## config.mk

```make
export PLATFORM = sky130hd
export DESIGN_NAME = t05_tree_build_sched
export DESIGN_NICKNAME = d
export VERILOG_FILES = /design/src/rtl/t05_tree_build_sched.sv
export SDC_FILE = /design/constraint.sdc
export NUM_CORES = 1
export LEC_CHECK = 0
export ABC_CLOCK_PERIOD_IN_PS = 6400
export CORE_MARGIN = 5
export CORE_UTILIZATION = 58
export CTS_BUF_LIST = sky130_fd_sc_hd__clkbuf_16
export DETAILED_ROUTE_END_ITERATION = 10
export GPL_TIMING_DRIVEN = 0
export PLACE_DENSITY = 0.83
export REMOVE_ABC_BUFFERS = 1
export SLEW_MARGIN = 10
export SYNTH_ARGS = -nofsm -noshare
export SYNTH_HDL_FRONTEND = slang
export SYNTH_SLANG_ARGS = --single-unit
```

## constraint.sdc

```tcl
create_clock -name clk -period 6.4 [get_ports clk]
set_input_delay 1.28 -clock clk [delete_from_list [all_inputs] [get_ports clk]]
set_output_delay 1.28 -clock clk [all_outputs]
set_load 0.05 [all_outputs]
```

## src/rtl/t05_tree_build_sched.sv

```systemverilog
// Huffman tree build sequencer: repeated min-two scans over the shared
// frequency store, merging the two least counts into a new node slot.
// Ports:
//   clk, rst                       clock, async active-high reset
//   start                          begin a build (sampled in IDLE)
//   rd_req/rd_addr/rd_ack/rd_data  store read port (req/ack)
//   wr_req/wr_addr/wr_data/wr_ack  store write port (req/ack)
//   node_valid/node_l/node_r/node_ready  tree link output (valid/ready)
//   busy, done, root, node_cnt, err      build status
module t05_tree_build_sched #(
    parameter int N_CHARS = 256,
    parameter int N_NODES = 255,
    parameter int CW      = 64,
    parameter int AW      = 9
) (
    input  logic          clk,
    input  logic          rst,
    input  logic          start,
    output logic          rd_req,
    output logic [AW-1:0] rd_addr,
    input  logic          rd_ack,
    input  logic [CW-1:0] rd_data,
    output logic          wr_req,
    output logic [AW-1:0] wr_addr,
    output logic [CW-1:0] wr_data,
    input  logic          wr_ack,
    output logic          node_valid,
    output logic [AW-1:0] node_l,
    output logic [AW-1:0] node_r,
    input  logic          node_ready,
    output logic          busy,
    output logic          done,
    output logic [AW-1:0] root,
    output logic [AW-1:0] node_cnt,
    output logic          err
);

    typedef enum logic [2:0] {
        IDLE, SCAN, EVAL, WIPE1, WIPE2, WNODE, EMIT, FIN
    } state_t;

    state_t        state, state_nx;
    logic [AW-1:0] idx;
    logic [AW-1:0] least1, least2;
    logic [CW-1:0] val1, val2;
    logic [1:0]    nz;
    logic [AW-1:0] last_idx;
    logic [AW-1:0] node_addr;
    logic          full;

    // Live slots: all chars plus every node created so far this build.
    assign last_idx  = AW'(N_CHARS - 1) + node_cnt;
    assign node_addr = AW'(N_CHARS) + node_cnt;
    assign full      = (node_cnt == AW'(N_NODES));

    always_ff @(posedge clk or posedge rst) begin
        if (rst) state <= IDLE;
        else     state <= state_nx;
    end

    always_comb begin
        state_nx   = state;
        rd_req     = 1'b0;
        rd_addr    = '0;
        wr_req     = 1'b0;
        wr_addr    = '0;
        wr_data    = '0;
        node_valid = 1'b0;
        node_l     = '0;
        node_r     = '0;
        busy       = 1'b0;
        done       = 1'b0;
        unique case (state)
            IDLE: begin
                if (start) state_nx = SCAN;
            end
            SCAN: begin
                busy    = 1'b1;
                rd_req  = 1'b1;
                rd_addr = idx;
                if (rd_ack && idx == last_idx) state_nx = EVAL;
            end
            EVAL: begin
                busy = 1'b1;
                if (nz != 2'd2 || full) state_nx = FIN;
                else                    state_nx = WIPE1;
            end
            WIPE1: begin
                busy    = 1'b1;
                wr_req  = 1'b1;
                wr_addr = least1;
                if (wr_ack) state_nx = WIPE2;
            end
            WIPE2: begin
                busy    = 1'b1;
                wr_req  = 1'b1;
                wr_addr = least2;
                if (wr_ack) state_nx = WNODE;
            end
            WNODE: begin
                busy    = 1'b1;
                wr_req  = 1'b1;
                wr_addr = node_addr;
                wr_data = val1 + val2;
                if (wr_ack) state_nx = EMIT;
            end
            EMIT: begin
                busy       = 1'b1;
                node_valid = 1'b1;
                node_l     = least1;
                node_r     = least2;
                if (node_ready) state_nx = SCAN;
            end
            FIN: begin
                done     = 1'b1;
                state_nx = IDLE;
            end
            default: state_nx = IDLE;
        endcase
    end

    always_ff @(posedge clk or posedge rst) begin
        if (rst) begin
            idx      <= '0;
            val1     <= '1;
            val2     <= '1;
            least1   <= '0;
            least2   <= '0;
            nz       <= '0;
            root     <= '0;
            node_cnt <= '0;
            err      <= 1'b0;
        end else begin
            unique case (state)
                IDLE: begin
                    if (start) begin
                        node_cnt <= '0;
                        err      <= 1'b0;
                        root     <= '0;
                        idx      <= '0;
                        val1     <= '1;
                        val2     <= '1;
                        nz       <= '0;
                    end
                end
                SCAN: begin
                    if (rd_ack) begin
                        idx <= idx + 1'b1;
                        // Strict compares: on ties the earlier address stays.
                        if (rd_data != '0) begin
                            if (nz != 2'd2) nz <= nz + 1'b1;
                            if (rd_data < val1) begin
                                val2   <= val1;
                                least2 <= least1;
                                val1   <= rd_data;
                                least1 <= idx;
                            end else if (rd_data < val2) begin
                                val2   <= rd_data;
                                least2 <= idx;
                            end
                        end
                    end
                end
                EVAL: begin
                    if (nz == 2'd0)      err  <= 1'b1;
                    else if (nz == 2'd1) root <= least1;
                    else if (full)       err  <= 1'b1;
                end
                EMIT: begin
                    if (node_ready) begin
                        node_cnt <= node_cnt + 1'b1;
                        val1     <= '1;
                        val2     <= '1;
                        nz       <= '0;
                        idx      <= '0;
                    end
                end
                default: ;
            endcase
        end
    end

endmodule

```

# Word level (Yosys, flattened, before mapping)
# Index checks and enable logic that the tools add are counted.
[op_classes] addsub=6 multipliers=0 div=0 magnitude_cmp=2 eq_ne=26 n_shift=0 n_mux=51 n_bitwise=0 reduce_logical=21
[op_table] cell="$mux 64" count=10
[op_table] cell="$pmux 64 s3" count=2
[op_table] cell="$lt 64x64->1" count=2
[op_table] cell="$mux 9" count=11
[op_table] cell="$add 64x64->64" count=1
[op_table] cell="$reduce_bool 64->1" count=1
[op_table] cell="$pmux 9 s3" count=2
[op_table] cell="$pmux 9 s2" count=2
[op_table] cell="$ne 2x2->1 const B" count=13
[op_table] cell="$pmux 3 s8" count=1
[op_table] cell="$reduce_and 6->1" count=4
[op_table] cell="$mux 3" count=7
[op_table] cell="$reduce_and 4->1" count=5
[op_table] cell="$add 9x1->9 const B" count=2
[op_table] cell="$eq 3x3->1 const B" count=4
[op_table] cell="$mux 2" count=5
[op_table] cell="$add 8x9->9 const A" count=1
[op_table] cell="$add 9x9->9 const A" count=1
[op_table] cell="$eq 9x8->1 const B" count=1
[op_table] cell="$eq 9x9->1" count=1
[op_table] cell="$mux 1" count=9
[op_table] cell="$ne 3x3->1 const B" count=3
[op_table] cell="$eq 3x2->1 const B" count=2
[op_table] cell="$pmux 2 s3" count=1
[op_table] cell="13 further kinds" count=15
[word_totals] ff_bits=179 latch_bits=0 ram_bits=0 romBits=0 inputBits=70 output_inout_bits=124 mem_count=0

# Depth between registers and ports, before layout
# Gate-level depths: netlist (run 1).
[depth] ltp_word=6 mapped_depth=13 ltp_nobuf=11

# Least setup slack after synthesis (run 1)
# OpenSTA, ideal clock, no wires.
[synth_timing] path_type="flip-flop to output port" startpoint="register val1[0]" endpoint="output wr_data[62]" t_arrival_ps=3816 required_time_ps=5120 path_slack_ps=1304 stages_incl_launch_ff=12 n_path_buf=0 path_cell_list="dfstp_2 > ha_1 > fa_1 > a211oi_1 > nor2_1 > o311ai_1 > a41oi_1 > o211ai_1 > a211oi_1 > o31ai_1 > a21oi_1 > nor3b_1"
[synth_between] elab_chain_len=2
[synth_rtl] item="start: declaration" line_no="45" rtl="logic [CW-1:0] val1, val2;"
[synth_rtl] item="start signal: assignment" line_no="155" rtl="val1 <= rd_data;"
[synth_rtl] item="$add 64x64->64" line_no="104" rtl="wr_data = val1 + val2;"
[synth_rtl] item="$mux 64" line_no="73" rtl="unique case (state)"
[synth_rtl] item="end: declaration" line_no="25" rtl="output logic [CW-1:0] wr_data,"
# No other way between the ends.

# Final worst setup path (run 1)
[layout_timing] startpoint="register val1[0]" endpoint="output wr_data[44]"
# Same word-level chain as after synthesis.

==> reports/summary.txt, run 1 <==
Status -> finished clean
Sequential share of the synthesized area -> 29.4%
Fraction of registers with async set/reset -> 100%
Fin crit share -> 96.6%
# DRC -> 0
Synth Area per Inst -> 8.28 um2
Num CTS Buffers -> 17
Via density -> 6.51
Diode count -> 0
Worst min path class -> reg -> reg
Cells after synthesis -> 1909
RSZ-0062 raised after global routing -> no
PwrDens -> 575 nW/um2
Post-Place Worst Slack -> -0.397 ns
Post-CTS Hold Fix Bufs -> 0
Crit path DAT -> 4.90 ns
Ys Warns -> 0
Final hold violations -> 0
CP max stage cell -> clkdlybuf4s50_1
Rel. slew slack -> 16.9%
Clk_lat worst skew -> 0.44 ns
Hold_sp -> root[6]
Total wire length -> 49700 um
Fin cells -> 2399
Placed cell areas -> 18200 um2
Clk sinks -> 179
Global route overflow -> 0
Layout area overhead -> 18.6%
Initial drt markers -> 1370
Synth unique cells -> 78
First-pass GRT wire length -> 79500 um
Initial antenna violation count -> 1
Largest net degree at the start of global routing -> 91
Port Buffers -> 193
CP Data Required Time -> 5.12 ns
VDD IR max -> 0.376 mV
Setup TNS -> 0 ns
Commonest non-fill, non-tap cells in the layout -> 196 x ha_1, 192 x clkdlybuf4s50_1, 180 x nor2_1, 180 x a21oi_1, 175 x nand2_1
GR Util All Layers -> 31.6%
Leakage -> 0.00860 uW
Worst setup margin -> 0.219 ns
Chip height -> 175 um
Max_cap viols -> 0
Avg WL per Cell -> 20.7 um
Clock root buffer master -> clkbuf_16
Via count -> 15.6k
Worst Setup End Kind -> output port
Max frequency -> 162 MHz
Mapped cell area -> 15800 um2
Worst slew pin tran -> 1.24 ns
Ports -> 194
Clock-pin slew on the worst setup and hold paths -> 0.08 ns
Post-synth top area share -> 21.3%
CP max stage delay -> 0.81 ns
Placement Rows -> 60
Placed wire-length estimate -> 37400 um
Crit Path Max Fanout -> 4
Layout net count -> 2312
CTS tree -> done
Most used DFF post-synth -> dfstp_2
Area leader, netlist -> dfstp_2
Clock Skew -> 0.0188 ns
CP cell instances -> ha_1 > fa_1 > a211oi_1 > nor2_1 > o311ai_2 > nand3_1 > a211oi_1 > a21boi_0 > a41oi_1 > xor2_1 > nor2_1 > clkdlybuf4s50_1
Die ar. -> 30600 um2
Initial core utilization -> 58.8%
Gpl congestion -> 0.953
Max clock buf depth -> 2
Critical Path Source -> val1[0]
Most common cell after layout, fill and taps aside -> ha_1
Top cells by area, synth -> dfstp_2 21%, ha_1 16%, dfrtp_1 8.1%
Vias in the first global route -> 15.4k
Setup violations, final -> 0
Layout cell share with drive strength beyond 1 -> 11.4%
H-Tree Depth -> 4
Final min period -> 6.18 ns
Flops & latches, synth -> 179
Kind of critical path -> reg -> out
Dpl cells -> 2367
Number of synthesized flops with an enable pin -> 0
ANT nets after route -> 0
Setup crit start kind -> flip-flop
Horiz. Die Dim -> 175 um
Worst R2R Start -> val1[38]
DR pass1 iterations -> 7
Count of pins over their slew limit -> 0
Fin area -> 18700 um2
Core region area -> 26900 um2
## power by group
| part | internal, uW | switching, uW |
|---|---|---|
| combinational | 2910 | 4730 |
| clock | 517 | 522 |
| sequential | 1730 | 374 |
## Yosys cell counts (4+ instances only)
cell,n
o21a_1,7
o31ai_1,6
a31oi_1,14
dfstp_2,128
buf_2,21
inv_1,156
o21ai_0,87
o22ai_1,5
nor3b_1,6
nand2b_1,11
or3_1,9
buf_4,6
nand4_1,33
o221ai_1,4
a41oi_1,5
o21bai_1,9
a2bb2oi_1,64
nor4_1,30
clkbuf_1,62
a22o_1,14
dfrtp_1,51
nand3_1,42
nor2_1,180
and3_1,20
a31o_2,5
o22a_1,18
a21oi_1,181
xnor2_1,33
and4_1,5
a211oi_1,14
o211ai_1,57
a221oi_1,8
a21boi_0,6
nor3_1,27
a221o_1,4
and2_1,34
xor2_1,36
mux2i_1,5
nand2_1,176
mux2_2,27
a21o_1,46
nor2b_1,10
a311oi_1,4
ha_1,196
## layout make-up
class	count	area (um2)
clock inverters	15	144
inverters	157	597
well taps	341	427
multi-input cells	1482	10200
flip-flops and latches	179	4640
fillers	2134	8130
clock buffers	17	425
repair buffers	208	2270
## worst paths after layout
kind / end / slack, ns / depth (start not counted)
min in group asynchronous: least2[4] / 1.34 / 2
min: root[6] / 0.49 / 2
min reg2reg: root[6] / 0.49 / 2
max in group asynchronous: val1[13] / 4.14 / 3
max: wr_data[44] / 0.22 / 12
max reg2reg: least2[8] / 1.16 / 14
## cell families after synthesis
group / count (synthesis) / share of synthesized area [%]
flip-flops: 179 / 29.4
AND/OR/NAND/NOR: 598 / 17.8
multiplexers: 32 / 2.24
AO/OA/AOI/OAI: 586 / 25.0
XOR/XNOR: 69 / 3.82
adder cells (fa/ha/maj): 197 / 15.6
buffers and inverters: 248 / 6.20
## metrics by stage
step | total power (uW) | hold WS (ns) | utilization, %
global placement | 9300 | 0.463 | 66.1
floorplan | 7350 | 0.484 | -
finish | 10800 | 0.492 | 69.8
global route | 11500 | 0.520 | 69.8
detailed placement | 9560 | 0.476 | 67.5
CTS | 10700 | 0.496 | 69.7
## flip-flops by register name, indices dropped and copies added (netlist names)
| signal | cells |
|---|---|
| err | 1 |
| node_cnt | 9 |
| state | 3 |
| least2 | 9 |
| least1 | 9 |
| nz | 2 |
| val2 | 64 |
| idx | 9 |
| root | 9 |
| val1 | 64 |
## layer usage
metal | vias up | wire length (um) | part of all wire, % | track usage [%]
met5 | - | 12 | 0.024 | 0
met4 | 2 | 1970 | 4.0 | 12.9
met3 | 128 | 3720 | 7.5 | 5.52
met2 | 730 | 23700 | 48 | 53.2
met1 | 7548 | 20200 | 41 | 40.3
li1 | 7209 | - | - | -
## critical path: cells and delay by family (launching register included)
| kind | cells | cell delay [ns] |
|---|---|---|
| fa+ha+maj | 2 | 0.65 |
| xor+xnor | 1 | 0.10 |
| buf+inv | 1 | 0.81 |
| simple gates | 3 | 0.47 |
| compound gates | 5 | 2.03 |
| flops | 1 | 0.39 |
## what timing repair did
| item | in CTS | in global routing |
|---|---|---|
| setup buffers | 0 | 0 |
| cloned | 0 | 0 |
| endpoints found under the setup margin | 4 | 11 |
| resized for setup | 3 | 2 |
Note: power is estimated with default switching activity, not from simulation.
==> inputs of run 2 (changes only) <==
--- a/config.mk
+++ b/config.mk
@@ -12,6 +12,7 @@
 export DETAILED_ROUTE_END_ITERATION = 10
 export GPL_TIMING_DRIVEN = 0
 export PLACE_DENSITY = 0.83
+export RECOVER_POWER = 25
 export REMOVE_ABC_BUFFERS = 1
 export SLEW_MARGIN = 10
 export SYNTH_ARGS = -nofsm -noshare
==> run 2 against run 1 <==
  * The flow now finishes with violations (capacitance limit, slew limit)
  * Combinational power is essentially flat
  * Clock power is essentially flat
  * Via count is essentially flat
  * Power about the same
  * Count of clock-buffer cells in the layout is the same
  * Die area unchanged
  * Utilization about the same
  * Register-to-register slack barely moved
==> reports/summary.txt, run 2 (synthesis gave the netlist of run 1 again) <==
Rel. slew slack -> -167% (-180 points)
Met1 layer usage reported by global route -> 40.3% (unchanged)
Ports -> 194 (unchanged)
Via count -> 15.6k (-0.090%)
Kind of critical path -> reg -> out
Worst Setup End Kind -> output port
Sw power -> 5630 uW (about the same)
Via density -> 6.50 (about the same)
VDD IR max -> 0.376 mV (about the same)
Placement Rows -> 60 (unchanged)
Port Buffers -> 193 (unchanged)
Clock power share -> 9.6% (about the same)
Reg-to-Reg End -> least2[8]
Chip height -> 175 um (unchanged)
Die ar. -> 30600 um2 (unchanged)
Initial drt markers -> 1370 (unchanged)
Clock root buffer master -> clkbuf_16
Switching share of power -> 52.2% (about the same)
Storage cell area -> 4640 um2 (unchanged)
Failing checks -> capacitance limit, slew limit
Crit Path Max Fanout -> 4 (unchanged)
Max_cap viols -> 1 (+1)
Largest net degree at the start of global routing -> 91 (unchanged)
Commonest non-fill, non-tap cells in the layout -> 196 x ha_1, 190 x clkdlybuf4s50_1, 180 x nor2_1, 180 x a21oi_1, 175 x nand2_1
Met3 usage -> 5.52% (unchanged)
Worst min path class -> reg -> reg
P_int -> 5160 uW (about the same)
Worst slew pin tran -> 3.98 ns (+2.74 ns)
R2R depth -> 14 (unchanged)
Number of stages on the worst hold path -> 2 (unchanged)
Overall power -> 10800 uW (about the same)
Horiz. Die Dim -> 175 um (unchanged)
Setup crit start kind -> flip-flop
Core region area -> 26900 um2 (unchanged)
DR pass1 iterations -> 7 (unchanged)
Initial antenna violation count -> 1 (unchanged)
Tightest hold margin -> 0.492 ns (-0.0000140 ns)
Hold_sp -> root[6]
CTS tree -> done
Reg power frac -> 19.5% (about the same)
Global route overflow -> 0 (unchanged)
Multi-input gate area -> 10200 um2 (unchanged)
Initial core utilization -> 58.8% (unchanged)
First-pass GRT wire length -> 79500 um (unchanged)
Placed wire-length estimate -> 37400 um (unchanged)
Worst R2R Start -> val1[38]
Clock-pin slew on the worst setup and hold paths -> 0.08 ns (about the same)
Leakage -> 0.00859 uW (about the same)
Clk_lat worst skew -> 0.44 ns (about the same)
# DRC -> 0 (unchanged)
Layout net count -> 2312 (unchanged)
Logic pwr share -> 70.8% (about the same)
CP Data Required Time -> 5.12 ns (about the same)
Clock Skew -> 0.0188 ns (-0.0000474 ns)
Vias in the first global route -> 15.4k (unchanged)
Setup violations, final -> 0 (unchanged)
PwrDens -> 576 nW/um2 (about the same)
GRT busiest layer -> met2
Crit path DAT -> 4.89 ns (about the same)
Hold worst-path end -> root[6]
Top Registers -> val1: 64 flops, val2: 64 flops
Diode count -> 0 (unchanged)
Count of pins over their slew limit -> 90 (+90)
Met2 Usage GRT -> 53.2% (unchanged)
Fin cells -> 2399 (unchanged)
Most common cell after layout, fill and taps aside -> ha_1
Layout area overhead -> 18.6% (about the same)
Gpl congestion -> 0.953 (unchanged)
Status -> finished, violations left
Postcts setup bufs -> 0 (unchanged)
Max frequency -> 162 MHz (+0.17%)
RSZ-0062 raised after global routing -> no
Fin crit share -> 96.4% (-0.16 points)
Layout cell share with drive strength beyond 1 -> 11.4% (unchanged)
Reg2Reg Setup Slack -> 1.16 ns (about the same)
Dpl cells -> 2367 (unchanged)
ANT nets after route -> 0 (unchanged)
H-Tree Depth -> 4 (unchanged)
GR Util All Layers -> 31.6% (unchanged)
FILL cells -> 2135 (+0.047%)
Avg WL per Cell -> 20.7 um (about the same)
Final min period -> 6.17 ns (-0.0105 ns)
Clk sinks -> 179 (unchanged)
Max clock buf depth -> 2 (unchanged)
Total wire length -> 49700 um (about the same)
Final hold violations -> 0 (unchanged)
Num CTS Buffers -> 17 (unchanged)
[run 2: layer usage]
layer / up-vias / share of wire (%)
li1: 7206 / -
met5: - / 0.024
met2: 724 / 48
met1: 7543 / 41
met4: 2 / 4.0
met3: 128 / 7.4
[run 2: repair_timing]
| item | in CTS | in global routing |
|---|---|---|
| hold buffers | 0 | 0 |
| endpoints found under the setup margin | 4 | 11 |
| resized for setup | 3 | 2 |
[run 2: worst max path at each step]
stage | slack [ns] | startpoint | end
final | 0.23 | val1[0] | wr_data[44]
after floorplan | 0.40 | rd_data[38] | least2[0]
after CTS | 0.07 | rd_data[38] | least2[8]
after global routing | 0.008 | val1[0] | wr_data[44]
after global placement | -3.61 | rd_data[38] | least2[4]
after detailed placement | -0.40 | rd_data[38] | least2[5]
[run 2: final cells by class]
type	instances	area share, %
multi-input combinational	1482	54.7
sequential	179	24.8
clock buffer	17	2.27
timing repair buffer	208	12.1
inverter	157	3.15
tap	341	2.28
clock inverter	15	0.768
[run 2: worst max-delay path: stages, from the launching register on]
cell             delay [ns]
dfstp_2                0.39
ha_1                   0.22
fa_1                   0.43
a211oi_1               0.22
nor2_1                 0.13
o311ai_2               0.51
nand3_1                0.24
a211oi_1               0.56
a21boi_0               0.35
a41oi_1                0.38
xor2_1                 0.10
nor2_1                 0.10
clkdlybuf4s50_1        0.81
[run 2: through the flow]
| stage | cell area, um2 | utilization, % | worst slack (ns) | TNS [ns] |
|---|---|---|---|---|
| 2_1_floorplan | 15400 | - | 0.396 | 0 |
| 3_3_place_gp | 17800 | 66.1 | -3.61 | -489.64 |
| 4_1_cts | 18700 | 69.7 | 0.0672 | 0 |
| 5_1_grt | 18700 | 69.7 | 0.00765 | 0 |
| 6_report | 18700 | 69.7 | 0.229 | 0 |
| 3_5_place_dp | 18200 | 67.5 | -0.397 | -10.81 |
[run 2: power by group through the flow]
stage	sequential (uW)	clock (uW)	combinational, uW
detailed placement	2100	0	7450
global route	2160	1080	8250
floorplan	2040	0	5310
global placement	2100	0	7200
CTS	2090	1040	7520
finish	2110	1040	7640
==> inputs of run 3 (changes only) <==
==> constraint.sdc (replaced) <==
create_clock -name clk -period 6.4 [get_ports clk]
set_input_delay 0.96 -clock clk [delete_from_list [all_inputs] [get_ports clk]]
set_output_delay 0.96 -clock clk [all_outputs]
set_load 0.05 [all_outputs]
==> run 3 against run 2 <==
  * The run still ends with capacitance limit, slew limit left
  * Highest routed layer unchanged
  * Sequential power hardly changed
  * Sequential share of layout area hardly changed
  * Sequential cell count unchanged
  * Global-route usage hardly changed
  * Clock power about the same
  * Critical path type is now in -> reg
  * Wire length about the same
  * Combinational power about the same
  * Via count is essentially flat
==> reports/summary.txt, run 3 (synthesis gave the netlist of run 1 again) <==
CP cell instances -> clkdlybuf4s50_1 > ha_1 > nand4_1 > nor4_1 > o211ai_1 > a21oi_1 > a21bo_4 > buf_16 > buf_16 > nand2b_2 > o21ai_4 > buf_16 > buf_16 > mux2_2
Clock Skew -> 0.0183 ns (-0.000438 ns)
Leakage -> 0.00857 uW (-0.21%)
Post-CTS Hold Fix Bufs -> 0 (unchanged)
CTS tree -> done
Multi-input gate area -> 10200 um2 (-0.11%)
DR pass1 iterations -> 5 (-2)
Top Registers -> val1: 64 flops, val2: 64 flops
Gpl congestion -> 0.953 (unchanged)
Status -> finished, violations left
RSZ-0062 raised after global routing -> no
Setup violations, final -> 0 (unchanged)
Crit path DAT -> 6.52 ns (+1.63 ns)
ANT nets after route -> 0 (unchanged)
Reg-to-Reg End -> least2[8]
Num CTS Buffers -> 17 (unchanged)
First-pass GRT wire length -> 79500 um (about the same)
Final hold violations -> 0 (unchanged)
Layout net count -> 2312 (unchanged)
Fin area -> 18700 um2 (about the same)
Fin crit share -> 96.8% (+0.35 points)
Storage cell area -> 4640 um2 (unchanged)
WP buf/inv -> 5 (+4)
CP max stage cell -> nor4_1
Dpl cells -> 2367 (unchanged)
CP top delay family -> simple AND/OR/NAND/NOR gates
Vias in the first global route -> 15.4k (-0.013%)
Worst R2R Start -> val1[38]
Worst slew pin tran -> 3.97 ns (-0.0119 ns)
Horiz. Die Dim -> 175 um (unchanged)
R2R depth -> 14 (unchanged)
FILL cells -> 2137 (+0.094%)
Worst min path class -> reg -> reg
Placed cell areas -> 18200 um2 (unchanged)
Largest net degree at the start of global routing -> 91 (unchanged)
Initial drt markers -> 1457 (+6.4%)
Postcts setup bufs -> 0 (unchanged)
Kind of critical path -> in -> reg
Clk_lat worst skew -> 0.44 ns (about the same)
Worst Setup End Kind -> flip-flop
VDD IR max -> 0.375 mV (-0.28%)
H-Tree Depth -> 4 (unchanged)
Avg WL per Cell -> 20.7 um (about the same)
Crit Path Max Fanout -> 65 (+61)
CP Depth -> 14 (+2)
# DRC -> 0 (unchanged)
Global route overflow -> 0 (unchanged)
Critical Path Most Common Cell -> buf_16
Port Buffers -> 193 (unchanged)
CP endpoint -> least2[8]
Max clock buf depth -> 2 (unchanged)
Total wire length -> 49700 um (about the same)
Placed wire-length estimate -> 37400 um (unchanged)
Via density -> 6.51 (about the same)
Chip height -> 175 um (unchanged)
Initial core utilization -> 58.8% (unchanged)
Diode count -> 0 (unchanged)
Clock root buffer master -> clkbuf_16
CP max stage delay -> 0.98 ns (+0.17 ns)
Die ar. -> 30600 um2 (unchanged)
Layout area overhead -> 18.5% (about the same)
Layout cell share with drive strength beyond 1 -> 11.3% (-0.097 points)
Fin cells -> 2399 (unchanged)
Max frequency -> 161 MHz (-0.36%)
Max_cap viols -> 1 (unchanged)
Commonest non-fill, non-tap cells in the layout -> 196 x ha_1, 192 x clkdlybuf4s50_1, 180 x nor2_1, 180 x a21oi_1, 175 x nand2_1
Initial antenna violation count -> 1 (unchanged)
Placement Rows -> 60 (unchanged)
Rel. slew slack -> -166% (+0.80 points)
Most common cell after layout, fill and taps aside -> ha_1
Clk sinks -> 179 (unchanged)
Final min period -> 6.19 ns (+0.0223 ns)
PwrDens -> 576 nW/um2 (about the same)
Clock-pin slew on the worst setup and hold paths -> 0.08 ns (about the same)
Ports -> 194 (unchanged)
Core region area -> 26900 um2 (unchanged)
Setup crit start kind -> primary input
CP Data Required Time -> 6.72 ns (+1.60 ns)
GR Util All Layers -> 31.6% (about the same)
Reg2Reg Setup Slack -> 0.78 ns (-0.38 ns)
Count of pins over their slew limit -> 90 (unchanged)
Critical Path Source -> rd_data[38]
Setup TNS -> 0 ns (unchanged)
Via count -> 15.6k (+0.070%)
Failing checks -> capacitance limit, slew limit
run 3: per-stage QoR:
stage / total power, uW / hold WS, ns / util [%] / worst slack, ns
after floorplan: 7350 / 0.484 / - / 0.716
after global placement: 9300 / 0.463 / 66.1 / -3.29
after detailed placement: 9560 / 0.476 / 67.5 / -0.0775
after CTS: 10600 / 0.496 / 69.7 / 0.0102
after global routing: 11500 / 0.520 / 69.7 / 0.179
final: 10800 / 0.492 / 69.7 / 0.207
run 3: per-layer routing:
layer  vias to the layer above  share of wire, %  GRT usage [%]  routed length (um)
met5                         -             0.024              0                  12
met4                         2               3.8           12.9                1890
met3                       124               7.3           5.47                3640
met2                       757                48           53.2               23800
met1                      7526                41           40.3               20300
li1                       7205                 -              -                   -
run 3: layout make-up:
| class | count | share of cell area, % |
|---|---|---|
| multi-input cells | 1482 | 54.7 |
| flip-flops and latches | 179 | 24.8 |
| repair buffers | 208 | 12.1 |
| inverters | 157 | 3.15 |
| well taps | 341 | 2.28 |
| clock buffers | 17 | 2.27 |
| clock inverters | 15 | 0.768 |
run 3: power by group:
part	switching [uW]	internal (uW)	total [uW]
Combinational	4730	2910	7640
Sequential	373	1730	2110
Clock	523	517	1040
run 3: what timing repair did:
item / 4_1_cts / 5_1_grt
setup endpoints to repair: 0 / 4
resized for setup: 0 / 2
hold endpoints to repair: 0 / 0
run 3: worst min path at each step:
stage | startpoint | to | slack (ns) | depth (start not counted)
3_3_place_gp | root[5] | root[5] | 0.46 | 2
5_1_grt | val2[18] | val2[18] | 0.52 | 1
2_1_floorplan | val1[0] | val1[0] | 0.48 | 2
6_report | root[6] | root[6] | 0.49 | 2
3_5_place_dp | root[0] | root[0] | 0.48 | 2
4_1_cts | root[6] | root[6] | 0.50 | 2
run 3: worst min-delay path, delay by kind of cell, from the launching register on:
kind            cells  cell delay (ns)
compound gates      1             0.07
flops               1             0.34
simple gates        1             0.05
